### src/rtl/el2_omega_rev.sv
// Backward walker over the EL2 graph family: loads a row's sink column, then
// steps toward column 0 through chosen (or default) predecessors.
module el2_omega_rev #(
    parameter int ROWMSB = 1,
    parameter int COLMSB = ROWMSB + 2,
    parameter int DIGMSB = 1
) (
    input  logic              clock,
    input  logic              reset_n,
    input  logic              pause,
    input  logic              restart,
    input  logic [ROWMSB:0]   rchoice,
    input  logic [COLMSB:0]   cchoice,
    input  logic [DIGMSB:0]   dchoice,
    output logic              colmsb,
    output logic              collsb,
    output logic              done
);

    localparam int unsigned COLBITS = COLMSB + 1;
    localparam logic [COLBITS-1:0] HALF = COLBITS'(1) << COLMSB;

    typedef enum logic [1:0] {LOAD, WALK, DONE} state_e;

    state_e              state_q, state_d;
    logic [ROWMSB:0]     row_q, row_d;
    logic [COLMSB:0]     col_q, col_d;
    logic [DIGMSB:0]     digit_q, digit_d;
    logic [COLMSB:0]     sink;
    logic                cvalid;
    logic                unused_state;

    function automatic logic is_digit(input logic [COLMSB:0] c);
        return (c > HALF) && c[0];
    endfunction

    always_ff @(posedge clock or negedge reset_n) begin
        if (!reset_n) begin
            state_q <= LOAD;
            row_q   <= '0;
            col_q   <= '0;
            digit_q <= '0;
        end else begin
            state_q <= state_d;
            row_q   <= row_d;
            col_q   <= col_d;
            digit_q <= digit_d;
        end
    end

    always_comb begin
        state_d = state_q;
        row_d   = row_q;
        col_d   = col_q;
        digit_d = digit_q;
        sink    = '1 - (COLBITS'(rchoice) << 1);
        // Above the midpoint a predecessor must stay in the upper half.
        if (col_q <= HALF) cvalid = cchoice < col_q;
        else               cvalid = (cchoice >= HALF) && (cchoice < col_q);
        case (state_q)
            LOAD: begin
                row_d   = rchoice;
                col_d   = sink;
                digit_d = dchoice;
                state_d = WALK;
            end
            WALK: begin
                if (!(is_digit(col_q) && pause)) begin
                    if (col_q == '0) begin
                        state_d = DONE;
                    end else begin
                        col_d   = cvalid ? cchoice : col_q - COLBITS'(1);
                        digit_d = is_digit(col_d) ? dchoice : '0;
                    end
                end
            end
            DONE: begin
                if (restart) state_d = LOAD;
            end
            default: state_d = LOAD;
        endcase
    end

    always_comb begin
        colmsb = col_q[COLMSB];
        collsb = col_q[0];
        done   = (state_q == DONE);
    end

    // Row and digit are walk state with no output decode; fold them so they count as read.
    assign unused_state = ^{row_q, digit_q};

endmodule

### config.mk
export PLATFORM = sky130hd
export DESIGN_NAME = el2_omega_rev
export DESIGN_NICKNAME = d
export VERILOG_FILES = /design/src/rtl/el2_omega_rev.sv
export SDC_FILE = /design/constraint.sdc
export NUM_CORES = 1
export LEC_CHECK = 0
export CAP_MARGIN = 20
export CORE_AREA = 2 2 39 41
export DETAILED_ROUTE_END_ITERATION = 8
export DIE_AREA = 0 0 41 43
export GPL_TIMING_DRIVEN = 0
export PLACE_DENSITY_LB_ADDON = 0.25
export RECOVER_POWER = 50
export SKIP_LAST_GASP = 1
export SLEW_MARGIN = 20
export SYNTH_ARGS = -nofsm -noshare
export SYNTH_HDL_FRONTEND = slang
export SYNTH_SLANG_ARGS = --single-unit
export TNS_END_PERCENT = 1
### constraint.sdc
create_clock -name clock -period 3.18 [get_ports clock]
set_input_delay 0.636 -clock clock [delete_from_list [all_inputs] [get_ports clock]]
set_output_delay 0.636 -clock clock [all_outputs]
set_load 0.01 [all_outputs]
==> results of run 1 <==
-- report_power, final --
group,switching [mW],internal [mW]
combinational,0.178,0.207
clock,0.0289,0.0428
sequential,0.0542,0.116
-- cell usage in the layout, fill, tap and decap left out, types with 2 or more instances in the layout --
cell | Yosys | layout
o32a_1 | 2 | 2
dfrtp_1 | 6 | 6
ha_1 | 4 | 4
clkdlybuf4s50_1 | 0 | 11
a31oi_1 | 2 | 2
inv_1 | 3 | 4
nor2b_1 | 2 | 2
a21oi_1 | 2 | 2
clkbuf_4 | 0 | 3
nor3_1 | 2 | 2
o21ai_0 | 5 | 5
-- stage by stage --
step	utilization, %	cells	cell area, µm²	total power [mW]
floorplan	-	47	472	0.454
global placement	44.2	75	612	0.559
detailed placement	44.2	75	612	0.560
CTS	45.8	78	634	0.637
global route	45.8	78	634	0.692
finish	45.8	78	634	0.628
-- sequential cells by signal (all words and copies together), names as in the netlist --
register / count
state_q: 2
col_q: 4
-- kinds of logic (layout without fill, tap and decap cells) --
kind of cell    count (synthesis)  in the layout  share of synthesized area [%]
fa+ha+maj                       4              4                           10.6
compound gates                 18             18                           32.9
flops                           6              6                           31.8
buf+inv                         5             20                           3.98
simple gates                   11             11                           14.3
mux                             2              2                           4.51
xor+xnor                        1              1                           1.86
-- area by class of cell --
cell class                 instances  area (µm²)
multi-input combinational         36         303
clock buffer                       3        22.5
fill                             153         749
sequential                         6         150
timing repair buffer              12         120
tap                               16        20.0
inverter                           5        18.8
-- cells in the mapped netlist (all sizes together), types with 2 or more instances --
library cell  n  area [µm²]
ha            4        50.1
dfrtp         6         150
nor3          2        10.0
o21ai         5        25.0
inv           5        18.8
a21oi         2        10.0
nor2b         3        21.3
o32a          2        20.0
a31oi         2        12.5
-- worst reg2reg max path: stages (launching register included) --
cell	delay [ps]
dfrtp_1	450
inv_1	170
ha_1	220
nor2b_2	210
o21ai_0	130
a21oi_1	300
o21ai_0	140
o32a_1	300
-- worst max path at each step --
stage,start,to,slack [ps],cells past startpoint
detailed placement,cchoice[1],col_q[0]$_DFFE_PN0P_,600,7
floorplan,cchoice[1],col_q[0]$_DFFE_PN0P_,1140,6
CTS,cchoice[1],col_q[0]$_DFFE_PN0P_,850,7
global placement,cchoice[1],col_q[0]$_DFFE_PN0P_,620,7
finish,cchoice[1],col_q[0]$_DFFE_PN0P_,860,7
global route,cchoice[1],col_q[0]$_DFFE_PN0P_,800,7
-- metal layers --
| layer | wire length (µm) | track usage, % | part of all wire [%] | vias to the layer above |
|---|---|---|---|---|
| li1 | - | - | - | 217 |
| met1 | 439 | 16.9 | 45 | 201 |
| met2 | 463 | 20.3 | 47 | 9 |
| met3 | 79 | 9.42 | 8.0 | 0 |
| met4 | 0 | 4.00 | 0 | 0 |
| met5 | 0 | 0 | 0 | - |
==> impl_metrics.tcl, run 1 <==
set metrics [dict create \
    status "complete, no violations" \
    min_to "col_q[1]$_DFFE_PN0P_" \
    ys.flop_type "dfrtp_1" \
    critPathKind "in -> reg" \
    cp_max_fo 6 \
    antenna_cells 0 \
    place_hpwl_um 798 \
    drive_above_1_share_pct 16.1 \
    cp-start-kind "input port" \
    grt_max_degree 8 \
    place_congestion 0.728 \
    cpLargestDelayFamily "compound AO/OA/AOI/OAI gates" \
    clock_latency_ps 250 \
    reg2reg_slack_ps 1140 \
    core_area_mm2 0.00138 \
    cts_setup_buffers 0 \
    setup-violations-final 0 \
    drtPass1Iterations 4 \
    path_cells "clkdlybuf4s50_1 > ha_1 > o211a_1 > o31ai_4 > o311a_4 > mux2_2 > o22a_1" \
    synthArstFlopShare_pct 100 \
    routed_wl_um 982 \
    period_share_pct 72.8 \
    holdBufCountCts 0 \
    endpoint_kind "register" \
    ir_drop_v 0.000370 \
    max_stage_delay_ps 440 \
    rows 14 \
    worstMarginPinSlew_ps 301 \
    cts_buffers 3 \
    grt_pass1_vias 378 \
    cts.path.max_buffers 2 \
    wl_per_cell_um 12.6 \
    overflow 0 \
    cts.sinks 6 \
    reg2reg_depth 7 \
    final_hold_viol_count 0 \
    yosys.cell_types.count 27 \
    worstPathArrival_ps 2450 \
    cap_violations 0 \
    ant_nets 0 \
    post-place-ws_ps 603 \
    crit_required_ps 3310 \
    grt_pass1_wl_um 1620 \
    die_x_um 41 \
    critPathBufInv 1 \
    cts-root-buf "clkbuf_4" \
    die_area_mm2 0.00176 \
    syn_inst 47 \
    path_clk_slew_ps 40 \
    htreeDepth 1 \
    via_per_inst 5.47 \
    rsz0062_at_grt "false" \
    whs_path_depth 1 \
    start_util_pct 34.1 \
    nets 80 \
    maxSlewHeadroom_pct 80.0 \
    max_freq_ghz 0.432 \
    p_leak_nw 0.274 \
    area_delta_synth_final_pct 34.5 \
    yosys_warnings 0 \
    die_h_um 43 \
    r2r-start "col_q[0]$_DFFE_PN0P_" \
    ys_seq_elements 6 \
    holdWs_ps 541 \
    ys_seq_area_share_pct 31.8 \
    tns_ps 0 \
    min-delay-start "col_q[1]$_DFFE_PN0P_" \
    worst_slack_ps 864 \
    vias 427 \
    hold_path_class "reg -> reg" \
    placement.io_buffers 12 \
    slew_violations 0 \
    drt_iter0_drc 9 \
    post_cts_resized 0 \
    drcViolationCount 0 \
    antenna_found_initial 0 \
    r2r-end "col_q[1]$_DFFE_PN0P_" \
    slowest_stage "clkdlybuf4s50_1" \
    finalClockSkew_ps 5.29 \
    power_density_mw_per_mm2 989 \
    syn_nets 63 \
    grt_usage_pct 14.2 \
    cts_tree "built" \
    period_minus_slack_ps 2320 \
    syn_avg_cell_area_um2 10.0 \
    synth-edff-count 0 \
    io_pins 15 \
    synth_area_um2 472 \
]
(Power assumes the default switching activity.)
==> inputs of run 2 (changes only) <==
- clock period: 3.18 -> 2.4 ns (I/O delays scaled with it)
==> results of run 2 <==
The final DEF is identical to that of run 1. Status: complete, no violations.
Among the figures that moved: setup slack after placement 603 ps -> -21.1 ps; clock-pin slew on the worst setup and hold paths 40 ps -> 50 ps; setup slack after layout 864 ps -> 240 ps; hold slack 541 ps -> 539 ps; register-to-register setup slack 1140 ps -> 360 ps; total power 0.628 mW -> 0.832 mW; worst IR drop on VDD 0.000370 V -> 0.000490 V
